<file path="src/rtl/sd_sector_writer_if.sv">
// Host-side signal bundle for sd_sector_writer: start/status, FIFO byte
// handshake and the SPI pins toward the SD pin mux.
interface sd_sector_writer_if;
    logic        init_ok;
    logic        wr_start;
    logic [31:0] wr_addr;
    logic [7:0]  din;
    logic        din_valid;
    logic        din_ready;
    logic        sd_ck;
    logic        sd_mosi;
    logic        sd_csn;
    logic        sd_miso;
    logic        wr_busy;
    logic        wr_done;
    logic        wr_err;
    logic [1:0]  err_code;

    modport master (
        output init_ok, wr_start, wr_addr, din, din_valid, sd_miso,
        input  din_ready, sd_ck, sd_mosi, sd_csn, wr_busy, wr_done, wr_err, err_code
    );

    modport slave (
        input  init_ok, wr_start, wr_addr, din, din_valid, sd_miso,
        output din_ready, sd_ck, sd_mosi, sd_csn, wr_busy, wr_done, wr_err, err_code
    );
endinterface

</file>
<file path="src/rtl/sd_sector_writer.sv">
// Single-block (CMD24) SD write over SPI mode 0: command, R1 poll, token,
// 512 FIFO bytes, dummy CRC, data response, busy wait, 8 trailing clocks.
module sd_sector_writer #(
    parameter int unsigned CLK_DIV   = 4,
    parameter int unsigned R1_POLL   = 8,
    parameter int unsigned BUSY_POLL = 65535
) (
    input  logic              clk,
    input  logic              rst_n,
    sd_sector_writer_if.slave bus
);

    typedef enum logic [3:0] {
        S_IDLE, S_CMD, S_RESP, S_GAP, S_TOKEN,
        S_DATA, S_CRC, S_DRESP, S_BUSY, S_TAIL
    } state_t;

    state_t      state_q, state_d;
    logic [31:0] addr_q, addr_d;
    logic [9:0]  cnt_q, cnt_d;
    logic [31:0] poll_q, poll_d;
    logic        eng_q, eng_d;
    logic [3:0]  half_q, half_d;
    logic [15:0] div_q, div_d;
    logic [7:0]  tx_q, tx_d;
    logic [7:0]  rx_q, rx_d;
    logic        sck_q, sck_d;
    logic        mosi_q, mosi_d;
    logic        csn_q, csn_d;
    logic        ready_q, ready_d;
    logic        busy_q, busy_d;
    logic        done_q, done_d;
    logic        err_q, err_d;
    logic [1:0]  code_q, code_d;

    logic        tick;
    logic        byte_done;
    logic        load;
    logic [7:0]  ld_byte;
    logic        go_tail;
    logic [1:0]  tail_code;

    assign tick      = eng_q && (div_q == 16'(CLK_DIV - 1));
    assign byte_done = tick && (half_q == 4'd15);

    // Byte engine, sequencer and output registers: next-state logic.
    // The engine is reloaded in the same cycle it finishes, so back-to-back
    // bytes run with no idle clock; load overrides the engine's stop.
    always_comb begin
        state_d   = state_q;
        addr_d    = addr_q;
        cnt_d     = cnt_q;
        poll_d    = poll_q;
        eng_d     = eng_q;
        half_d    = half_q;
        div_d     = div_q;
        tx_d      = tx_q;
        rx_d      = rx_q;
        sck_d     = sck_q;
        mosi_d    = mosi_q;
        csn_d     = csn_q;
        ready_d   = ready_q;
        busy_d    = busy_q;
        done_d    = 1'b0;
        err_d     = err_q;
        code_d    = code_q;
        load      = 1'b0;
        ld_byte   = 8'hFF;
        go_tail   = 1'b0;
        tail_code = 2'd0;

        if (eng_q) begin
            div_d = tick ? '0 : div_q + 16'd1;
            if (tick) begin
                half_d = half_q + 4'd1;
                if (!half_q[0]) begin
                    sck_d = 1'b1;
                    rx_d  = {rx_q[6:0], bus.sd_miso};
                end else begin
                    sck_d = 1'b0;
                    if (half_q == 4'd15) begin
                        eng_d  = 1'b0;
                        mosi_d = 1'b1;
                    end else begin
                        mosi_d = tx_q[7];
                        tx_d   = {tx_q[6:0], 1'b1};
                    end
                end
            end
        end

        case (state_q)
            S_IDLE: begin
                csn_d = 1'b1;
                if (bus.wr_start && bus.init_ok) begin
                    state_d = S_CMD;
                    addr_d  = bus.wr_addr;
                    busy_d  = 1'b1;
                    err_d   = 1'b0;
                    code_d  = 2'd0;
                    csn_d   = 1'b0;
                    cnt_d   = 10'd1;
                    load    = 1'b1;
                    ld_byte = 8'h58;
                end
            end
            S_CMD: if (byte_done) begin
                load = 1'b1;
                if (cnt_q == 10'd6) begin
                    state_d = S_RESP;
                    poll_d  = 32'd1;
                end else begin
                    cnt_d = cnt_q + 10'd1;
                    case (cnt_q[2:0])
                        3'd1:    ld_byte = addr_q[31:24];
                        3'd2:    ld_byte = addr_q[23:16];
                        3'd3:    ld_byte = addr_q[15:8];
                        3'd4:    ld_byte = addr_q[7:0];
                        default: ld_byte = 8'hFF;
                    endcase
                end
            end
            S_RESP: if (byte_done) begin
                if (rx_q == 8'h00) begin
                    state_d = S_GAP;
                    load    = 1'b1;
                end else if (rx_q == 8'hFF && poll_q < 32'(R1_POLL)) begin
                    poll_d = poll_q + 32'd1;
                    load   = 1'b1;
                end else begin
                    go_tail   = 1'b1;
                    tail_code = 2'd1;
                end
            end
            S_GAP: if (byte_done) begin
                state_d = S_TOKEN;
                load    = 1'b1;
                ld_byte = 8'hFE;
            end
            S_TOKEN: if (byte_done) begin
                state_d = S_DATA;
                cnt_d   = '0;
                ready_d = 1'b1;
            end
            S_DATA: begin
                if (ready_q && bus.din_valid) begin
                    ready_d = 1'b0;
                    load    = 1'b1;
                    ld_byte = bus.din;
                end
                if (byte_done) begin
                    if (cnt_q == 10'd511) begin
                        state_d = S_CRC;
                        cnt_d   = '0;
                        load    = 1'b1;
                    end else begin
                        cnt_d   = cnt_q + 10'd1;
                        ready_d = 1'b1;
                    end
                end
            end
            S_CRC: if (byte_done) begin
                load = 1'b1;
                if (cnt_q == 10'd0) begin
                    cnt_d = 10'd1;
                end else begin
                    state_d = S_DRESP;
                end
            end
            S_DRESP: if (byte_done) begin
                if (rx_q[4:0] == 5'h05) begin
                    state_d = S_BUSY;
                    poll_d  = 32'd1;
                    load    = 1'b1;
                end else begin
                    go_tail   = 1'b1;
                    tail_code = 2'd2;
                end
            end
            S_BUSY: if (byte_done) begin
                if (rx_q == 8'hFF) begin
                    go_tail   = 1'b1;
                    tail_code = 2'd0;
                end else if (poll_q < 32'(BUSY_POLL)) begin
                    poll_d = poll_q + 32'd1;
                    load   = 1'b1;
                end else begin
                    go_tail   = 1'b1;
                    tail_code = 2'd3;
                end
            end
            S_TAIL: if (byte_done) begin
                state_d = S_IDLE;
                done_d  = 1'b1;
                busy_d  = 1'b0;
                err_d   = (code_q != 2'd0);
            end
            default: state_d = S_IDLE;
        endcase

        if (go_tail) begin
            state_d = S_TAIL;
            code_d  = tail_code;
            csn_d   = 1'b1;
            load    = 1'b1;
            ld_byte = 8'hFF;
        end

        if (load) begin
            eng_d  = 1'b1;
            half_d = '0;
            div_d  = '0;
            sck_d  = 1'b0;
            mosi_d = ld_byte[7];
            tx_d   = {ld_byte[6:0], 1'b1};
        end
    end

    // State and output registers with synchronous active-low reset.
    always_ff @(posedge clk) begin
        if (!rst_n) begin
            state_q <= S_IDLE;
            addr_q  <= '0;
            cnt_q   <= '0;
            poll_q  <= '0;
            eng_q   <= 1'b0;
            half_q  <= '0;
            div_q   <= '0;
            tx_q    <= '1;
            rx_q    <= '1;
            sck_q   <= 1'b0;
            mosi_q  <= 1'b1;
            csn_q   <= 1'b1;
            ready_q <= 1'b0;
            busy_q  <= 1'b0;
            done_q  <= 1'b0;
            err_q   <= 1'b0;
            code_q  <= 2'd0;
        end else begin
            state_q <= state_d;
            addr_q  <= addr_d;
            cnt_q   <= cnt_d;
            poll_q  <= poll_d;
            eng_q   <= eng_d;
            half_q  <= half_d;
            div_q   <= div_d;
            tx_q    <= tx_d;
            rx_q    <= rx_d;
            sck_q   <= sck_d;
            mosi_q  <= mosi_d;
            csn_q   <= csn_d;
            ready_q <= ready_d;
            busy_q  <= busy_d;
            done_q  <= done_d;
            err_q   <= err_d;
            code_q  <= code_d;
        end
    end

    assign bus.sd_ck     = sck_q;
    assign bus.sd_mosi   = mosi_q;
    assign bus.sd_csn    = csn_q;
    assign bus.din_ready = ready_q;
    assign bus.wr_busy   = busy_q;
    assign bus.wr_done   = done_q;
    assign bus.wr_err    = err_q;
    assign bus.err_code  = code_q;

endmodule

</file>
<file path="src/flat_wrapper.sv">
// flat-port wrapper written by rule: the top's interface ports become plain ports
module sd_sector_writer_flat 
#(
    parameter int unsigned CLK_DIV   = 4,
    parameter int unsigned R1_POLL   = 8,
    parameter int unsigned BUSY_POLL = 65535
)
  (clk, rst_n, bus_init_ok, bus_wr_start, bus_wr_addr, bus_din, bus_din_valid, bus_sd_miso, bus_din_ready, bus_sd_ck, bus_sd_mosi, bus_sd_csn, bus_wr_busy, bus_wr_done, bus_wr_err, bus_err_code);
  sd_sector_writer_if bus_i ();
  input  logic clk;
  input  logic rst_n;
  input wire logic [$bits(bus_i.init_ok)-1:0] bus_init_ok;
  input wire logic [$bits(bus_i.wr_start)-1:0] bus_wr_start;
  input wire logic [$bits(bus_i.wr_addr)-1:0] bus_wr_addr;
  input wire logic [$bits(bus_i.din)-1:0] bus_din;
  input wire logic [$bits(bus_i.din_valid)-1:0] bus_din_valid;
  input wire logic [$bits(bus_i.sd_miso)-1:0] bus_sd_miso;
  output wire logic [$bits(bus_i.din_ready)-1:0] bus_din_ready;
  output wire logic [$bits(bus_i.sd_ck)-1:0] bus_sd_ck;
  output wire logic [$bits(bus_i.sd_mosi)-1:0] bus_sd_mosi;
  output wire logic [$bits(bus_i.sd_csn)-1:0] bus_sd_csn;
  output wire logic [$bits(bus_i.wr_busy)-1:0] bus_wr_busy;
  output wire logic [$bits(bus_i.wr_done)-1:0] bus_wr_done;
  output wire logic [$bits(bus_i.wr_err)-1:0] bus_wr_err;
  output wire logic [$bits(bus_i.err_code)-1:0] bus_err_code;
  assign bus_i.init_ok = bus_init_ok;
  assign bus_i.wr_start = bus_wr_start;
  assign bus_i.wr_addr = bus_wr_addr;
  assign bus_i.din = bus_din;
  assign bus_i.din_valid = bus_din_valid;
  assign bus_i.sd_miso = bus_sd_miso;
  assign bus_din_ready = bus_i.din_ready;
  assign bus_sd_ck = bus_i.sd_ck;
  assign bus_sd_mosi = bus_i.sd_mosi;
  assign bus_sd_csn = bus_i.sd_csn;
  assign bus_wr_busy = bus_i.wr_busy;
  assign bus_wr_done = bus_i.wr_done;
  assign bus_wr_err = bus_i.wr_err;
  assign bus_err_code = bus_i.err_code;
  sd_sector_writer #(.CLK_DIV(CLK_DIV), .R1_POLL(R1_POLL), .BUSY_POLL(BUSY_POLL)) u_core (.clk(clk), .rst_n(rst_n), .bus(bus_i));
endmodule
</file>
<file path="config.mk">
export PLATFORM = sky130hd
export DESIGN_NAME = sd_sector_writer_flat
export DESIGN_NICKNAME = d
export VERILOG_FILES = /design/src/rtl/sd_sector_writer_if.sv /design/src/rtl/sd_sector_writer.sv /design/src/flat_wrapper.sv
export SDC_FILE = /design/constraint.sdc
export NUM_CORES = 1
export LEC_CHECK = 0
export CAP_MARGIN = 30
export CORE_ASPECT_RATIO = 1.2
export CORE_UTILIZATION = 50
export DETAILED_ROUTE_END_ITERATION = 8
export HOLD_SLACK_MARGIN = 0.15
export PLACE_DENSITY_LB_ADDON = 0.15
export SETUP_SLACK_MARGIN = 0.3
export SYNTH_ARGS = -nofsm -noshare
export SYNTH_HDL_FRONTEND = slang
export SYNTH_SLANG_ARGS = --single-unit
</file>
<file path="constraint.sdc">
create_clock -name clk -period 2.84 [get_ports clk]
set_input_delay 0.852 -clock clk [delete_from_list [all_inputs] [get_ports clk]]
set_output_delay 0.852 -clock clk [all_outputs]
set_load 0.05 [all_outputs]
</file>
### After elaboration in Yosys (flattened, before gate mapping)

Index checks and enable logic that the tools add are counted.

* bits in registers: 123
* input port bits: 46
* output and inout port bits: 9
* word-level logic and storage cells: 226

* add/sub/neg operators: 4
* magnitude comparators: 2
* equality and inequality tests: 56
* muxes and demuxes: 109
* bitwise operators: 3
* reductions and logical operators: 34

Operators by type and width (number)
* 32-bit two-way mux: 10
* 32-bit one-hot mux with 4 select lines: 1
* 10-bit two-way mux: 8
* 8-bit two-way mux: 10
* 8-bit one-hot mux with 4 select lines: 2
* 4-bit two-way mux: 15
* 10-bit one-hot mux with 5 select lines: 1
* 1-bit two-way mux: 44
* 4-bit one-hot mux with 10 select lines: 1
* 3-bit by 1-bit != test with 1-bit output (second input constant): 13
* 2-bit by 1-bit != test with 1-bit output (second input constant): 19
* 32-bit by 1-bit adder with 32-bit output (second input constant): 1
* 32-bit by 16-bit < comparator with 1-bit output (second input constant): 1
* 32-bit by 4-bit < comparator with 1-bit output (second input constant): 1
* 15-bit AND reduction: 2
* 2-bit two-way mux: 10
* 16-bit by 1-bit adder with 16-bit output (second input constant): 1
* 16-bit by 2-bit equality test with 1-bit output (second input constant): 1
* 4-bit by 3-bit equality test with 1-bit output (second input constant): 4
* 16-bit two-way mux: 1
* 2-bit nonzero test: 8
* 4-bit equality test (second input constant): 3
* 11-bit AND reduction: 1
* 10-bit by 1-bit adder with 10-bit output (second input constant): 1
* other kinds (29): 49

### Depth between registers and ports, before layout

Gate-level depths: netlist of run 1.

* depth after elaboration: 9
* mapped depth: 10

### Worst setup path before layout of run 1

Ideal clock, no wire load.

* path kind: reg-to-reg
* start point: register u_core.cnt_q[0]
* end point: register u_core.poll_q[13]
* setup time: 70 ps
* arrival: 2247 ps
* data required time: 2770 ps
* path slack: 523 ps
* cell stages (with the launch flop): 10
* buffers on the path: 2
* cell sequence: dfxtp_1 -> inv_1 -> ha_1 -> clkbuf_1 -> nand4_1 -> o2111ai_1 -> o21ai_1 -> clkbuf_1 -> or4_1 -> a21oi_1

* cells in the longest elaborated chain, start to end: 3

Ends and longest elaborated chain
* from (decl): RTL line sd_sector_writer.sv:20 `logic [9:0] cnt_q, cnt_d;`
* from (signal assigned): RTL line sd_sector_writer.sv:242 `cnt_q <= cnt_d;`
* 10-bit by 3-bit equality test with 1-bit output: RTL line sd_sector_writer.sv:109 `if (cnt_q == 10'd6) begin`
* 2-bit by 1-bit != test with 1-bit output (no line)
* 11-bit AND reduction (no line)
* to (signal assigned): RTL line sd_sector_writer.sv:243 `poll_q <= poll_d;`
* to (decl): RTL line sd_sector_writer.sv:21 `logic [31:0] poll_q, poll_d;`

No other way between the ends.
A chain may end at the register's enable or synchronous reset.

### Worst setup path after layout of run 1

* start point: register u_core.code_q[1] (netlist: u_core.bus.err_code[1])
* end point: output port bus_err_code[1]

RTL lines
* from (decl): RTL line sd_sector_writer.sv:34 `logic [1:0] code_q, code_d;`
* from (signal assigned): RTL line sd_sector_writer.sv:256 `code_q <= code_d;`
* to (decl): RTL line flat_wrapper.sv:25 `output wire logic [$bits(bus_i.err_code)-1:0] bus_err_code;`

No word-level cell between the ends.

==> metrics.txt, run 1 <==
outcome=finished, final reports clean; Max-Cap Viols=0; Max Slew Vio Count=0; Num Clock Sinks=122; ys async rst share=0; CP peak stage delay=0.86 ns; final hold violations=0; row count=44; clock latency on the worst-skew pair=0.42 ns; share of layout cells above drive strength 1=0.0973; yosys warns=0; Top FF cell, synth=dfxtp_1; pwr/cell area=701 mW/mm²; global-route wire length before repair=28.4 mm; setup TNS after final layout=0 ns; worst-margin pin slew=0.641 ns; Initial DRC Count=420; CP endpoint kind=output port; gr usage total=0.270; Antenna Cells=0; final worst-path cycle share=0.877; Worst Hold Class=flop to flop; Slowest cell on crit path=clkdlybuf4s50_1; finished layout cell area=0.00782 mm²; Mean Syn Cell Area=7.87 µm²; minimum clock period after layout=2.49 ns; Root Buffer=clkbuf_16; largest net degree at the start of global routing=34; drt first pass iters=5; DRT antenna net count=0; Top Family by Delay on Critical Path=buffers and inverters; vias in the first global route=6066; Yosys cell types=72; CTS Buf Count=17; CP Class=flop to output port; number of I/O port buffers=54; Critical Path Start Type=flop; Post-synth EDFFs=0; RSZ-0062 raised after global routing=true; register area share after synthesis=0.387; Max clock buf depth=2; final setup fails=0; buffer and inverter count on the worst path=1; layout net count=915; Core Region=0.0122 mm²; detailed-route DRC error count=0; P_leak=2.85 nW; register area=0.00244 mm²; Crit Path Max Fanout=3; Syn Inst Count=802; gr ovfl total=0; Die Wd=105 µm; DIE HEIGHT=125 µm; register bit total from synthesis=122; Initial Util=0.517; final WL=17.6 mm; Peak supply drop=0.000548 V; worst rel slew slack=0.571; Post-Syn Area=0.00631 mm²; Fmax=402 MHz; via/cell ratio=6.07; wire per inst=17.0 µm; area delta synth->final=23.9%; via count=6284; CTS tree=yes; Worst Path Arrival=1.64 ns; post-detail-place hpwl=12.1 mm; clock-pin slew on the worst setup and hold paths=0.05 ns; number of antenna violations at the first check in global routing=0; crit-path cells=clkdlybuf4s50_1; FILL cells=1078; post-synth net total=856; GPL Wtd Cong=0.873; area occupied by multi-input gates=0.00364 mm²; die area=0.0131 mm²; I/O pin cnt=55; htree depth=4; clock skew=0.00704 ns; CP required=1.99 ns; Area after DPL=0.00711 mm²
==> synth_stat cells (all sizes together) (4+ instances only) <==
library cell | count | share of area
o22ai | 5 | 0.0059
o211a | 4 | 0.0063
nor4 | 14 | 0.014
a32oi | 10 | 0.014
nor2 | 62 | 0.037
a22oi | 9 | 0.011
nand4 | 32 | 0.032
a21oi | 33 | 0.026
a31oi | 8 | 0.0079
o31ai | 16 | 0.019
a21boi | 43 | 0.051
nand2b | 10 | 0.0099
clkbuf | 41 | 0.024
and3 | 11 | 0.011
o2bb2ai | 4 | 0.0055
nand2 | 146 | 0.087
o221ai | 6 | 0.0083
and2 | 7 | 0.0069
o211ai | 6 | 0.0093
o21ai | 25 | 0.020
xor2 | 12 | 0.017
ha | 8 | 0.016
nor2b | 5 | 0.0050
and4 | 6 | 0.0083
nand3 | 49 | 0.039
or4 | 11 | 0.013
dfxtp | 122 | 0.39
inv | 21 | 0.012
buf | 9 | 0.0091
nor3 | 12 | 0.010
==> per-layer routing <==
layer	part of all wire	wire (µm)	vias up	track usage
met3	0.045	795	55	0.0563
met5	0	0	-	0
met1	0.41	7180	2992	0.297
li1	-	-	3052	-
met2	0.50	8870	185	0.484
met4	0.043	748	0	0.143
==> layout by cell type, fill, tap and decap left out, types with 10 or more instances in the layout <==
cell / count
or4_1: 11
clkbuf_16: 17
nand3_1: 49
nand2b_1: 10
nand4_1: 32
nor2_1: 61
clkdlybuf4s50_1: 50
o21ai_0: 22
a21oi_1: 33
xor2_1: 12
o31ai_1: 15
dfxtp_1: 121
nand2_1: 146
a32oi_1: 10
buf_4: 33
a21boi_0: 43
and3_1: 11
nor3_1: 11
nor4_1: 13
inv_1: 21
==> final cells by class <==
| type | instances | area share |
|---|---|---|
| tap | 161 | 0.0258 |
| clock inverter | 8 | 0.0211 |
| timing repair buffer | 89 | 0.105 |
| inverter | 21 | 0.0101 |
| clock buffer | 24 | 0.0603 |
| sequential | 122 | 0.312 |
| multi-input combinational | 610 | 0.466 |
==> cells by family (layout without fill, tap and decap cells) <==
kind of cell	Yosys count	in the layout	synth area share
flops	122	122	0.387
xor+xnor	15	15	0.0208
compound gates	200	201	0.228
fa+ha+maj	8	8	0.0159
mux	3	3	0.00476
buf+inv	71	142	0.0460
simple gates	383	383	0.297
==> registers in the layout, indices dropped and copies added, names as in the netlist, 2 cells and up <==
register             cells
u_core.addr_q           32
u_core.poll_q           32
u_core.div_q            16
u_core.cnt_q            10
u_core.rx_q              8
u_core.tx_q              7
u_core.half_q            4
u_core.state_q           4
u_core.bus.err_code      2
==> what timing repair did <==
item,in CTS,in global routing
hold buffers,0,0
setup buffers,0,1
gates cloned,0,1
pin swaps,0,1
setup endpoints to repair,13,44
gates resized for setup,2,12
==> where the power goes <==
part	switching, mW	internal, mW	total (mW)
clock	0.739	1.60	2.34
sequential	0.0787	1.82	1.90
combinational	0.776	0.467	1.24
total	1.59	3.89	5.48
==> metrics by stage <==
stage	setup slack [ns]	util	power, mW	std cells	hold slack [ns]
final	0.351	0.640	5.48	1035	0.465
after global routing	0.269	0.640	5.69	1035	0.485
after CTS	0.304	0.634	5.45	1033	0.465
after detailed placement	0.0988	0.582	3.11	1001	0.458
after global placement	0.214	0.582	3.07	1001	0.452
after floorplan	0.523	-	2.71	802	0.426
==> tightest hold or removal path: stages (launching register included) <==
cell      delay, ns
dfxtp_1        0.31
nand2_1        0.05
a21boi_0       0.06
==> final timing paths <==
path | startpoint | slack, ns | endpoint | cells past startpoint
min | u_core.addr_q[16] | 0.47 | u_core.addr_q[16] | 2
min reg2reg | u_core.addr_q[16] | 0.47 | u_core.addr_q[16] | 2
max | u_core.bus.err_code[1] | 0.35 | bus_err_code[1] | 1
max reg2reg | u_core.rx_q[0] | 0.38 | u_core.state_q[2] | 6
No activity file was read; power rests on OpenSTA's default activity.
==> inputs of run 2 (changes only) <==
--- a/config.mk
+++ b/config.mk
@@ -7,6 +7,7 @@
 export LEC_CHECK = 0
 export CAP_MARGIN = 30
 export CORE_ASPECT_RATIO = 1.2
+export CORE_MARGIN = 1.5
 export CORE_UTILIZATION = 50
 export DETAILED_ROUTE_END_ITERATION = 8
 export HOLD_SLACK_MARGIN = 0.15
==> run 2 against run 1 <==
Via count grew 0.70%. Clock power shrank 12%. Critical path depth is the same. Highest routed layer unchanged. Core utilization shrank 0.13 points. Critical endpoint unchanged. Largest power group unchanged.
==> metrics.txt, run 2 (synthesis results as in run 1) <==
outcome=finished, final reports clean; min-delay src=u_core.addr_q[1]; P_leak=2.81 nW; buffer and inverter count on the worst path=1; largest net degree at the start of global routing=32; met2 Use GR=0.465; worst-margin pin slew=0.717 ns; RSZ-0062 raised after global routing=true; clock skew=0.00636 ns; detailed-route DRC error count=0; Comb pwr share=0.240; gr usage total=0.265; Post-CTS Hold Buffers=0; wire per inst=17.0 µm; vias in the first global route=6048; htree depth=4; final setup fails=0; Slowest cell on crit path=clkdlybuf4s50_1; P_sw=1.64 mW; number of antenna violations at the first check in global routing=0; total power=5.19 mW; CP peak stage delay=0.86 ns; GR Util met3=0.0616; global-route wire length before repair=28.3 mm; clock-pin slew on the worst setup and hold paths=0.05 ns; final hold violations=0; post-detail-place hpwl=12.0 mm; crit-path cells=clkdlybuf4s50_1; RR Startpoint=u_core.poll_q[12]; Die Wd=106 µm; DRT antenna net count=0; area delta synth->final=23.6%; final worst-path cycle share=0.887; Internal=3.55 mW; DIE HEIGHT=126 µm; most common cell after layout, fill and taps aside=nand2_1; CP Class=flop to output port; I/O pin cnt=55; minimum clock period after layout=2.52 ns; CTS Buf Count=17; Area after DPL=0.00711 mm²; Root Buffer=clkbuf_16; clock latency on the worst-skew pair=0.43 ns; via/cell ratio=6.08; clock power share=0.396; Num Clock Sinks=122; Peak supply drop=0.000437 V; final WL=17.6 mm; GRT busiest layer=met2; commonest cells after routing, fill and taps aside=nand2_1, dfxtp_1, nor2_1; Core Region=0.0122 mm²; GPL Wtd Cong=0.837; Max clock buf depth=2; Worst Path Arrival=1.67 ns; CP startpoint=u_core.bus.err_code[1]; Regs by FF count=u_core.addr_q x32, u_core.poll_q x32, u_core.div_q x16; Fmax=397 MHz; Top Family by Delay on Critical Path=buffers and inverters; CP required=1.99 ns; setup TNS after final layout=0 ns; FILL cells=1050; Crit Path Max Fanout=3; worst rel slew slack=0.520; via count=6328; Max-Cap Viols=0; finished layout cell area=0.00781 mm²; drt first pass iters=6; Initial DRC Count=484; met1 GRT Util=0.298; switch share=0.316; Critical Path Start Type=flop; Antenna Cells=0; CTS tree=yes; Initial Util=0.517; layout net count=921; die area=0.0133 mm²; Worst Hold Class=flop to flop; Max Slew Vio Count=0; row count=44; pwr/cell area=665 mW/mm²; share of layout cells above drive strength 1=0.110; gr ovfl total=0; CP endpoint kind=output port; part of the power in registers=0.364; number of I/O port buffers=54
run 2: cell types whose count changed in the layout (fill, tap and decap cells not counted), sizes merged:
cell and delta:
buf +6, bufinv -4, clkbuf -3, clkdlybuf4s50 +1
clkinv +2, clkinvlp +5, dlymetal6s2s -1
run 2: layout make-up:
| cell class | instances | area [µm²] | area share |
|---|---|---|---|
| flip-flops and latches | 122 | 2440 | 0.313 |
| inverters | 21 | 78.8 | 0.0101 |
| well taps | 161 | 201 | 0.0258 |
| clock inverters | 11 | 96.3 | 0.0123 |
| clock buffers | 21 | 470 | 0.0603 |
| multi-input cells | 610 | 3660 | 0.469 |
| repair buffers | 95 | 856 | 0.110 |
run 2: path summary, 6_finish.rpt:
kind | end | slack, ns | cells past startpoint
worst max-delay path | bus_err_code[1] | 0.32 | 1
worst min-delay path | u_core.addr_q[1] | 0.47 | 2
worst max register to register | u_core.poll_q[18] | 0.42 | 6
worst min register to register | u_core.addr_q[1] | 0.47 | 2
run 2: power by group through the flow:
stage / logic, mW / registers [mW] / clock network [mW]
floorplan: 0.772 / 1.94 / 0
global placement: 1.15 / 1.92 / 0
detailed placement: 1.17 / 1.92 / 0
CTS: 1.18 / 1.89 / 2.07
global route: 1.36 / 1.90 / 2.15
finish: 1.25 / 1.89 / 2.05
run 2: timing repair:
item,4_1_cts,5_1_grt
pin swaps,0,1
setup buffers,0,6
gates cloned,0,1
resized for setup,1,18
setup endpoints to repair,1,50
run 2: per-stage QoR:
step	utilization	hold WS, ns	worst slack (ns)	std cells
after floorplan	-	0.426	0.523	802
after global placement	0.582	0.451	0.215	1002
after detailed placement	0.582	0.460	0.123	1002
after CTS	0.628	0.468	0.302	1034
after global routing	0.639	0.480	0.274	1041
final	0.639	0.466	0.320	1041
run 2: metal layers:
layer,vias up,part of all wire,routed length [µm]
met2,203,0.50,8810
li1,3070,-,-
met3,47,0.057,1010
met5,-,0,0
met1,3008,0.41,7300
met4,0,0.030,530
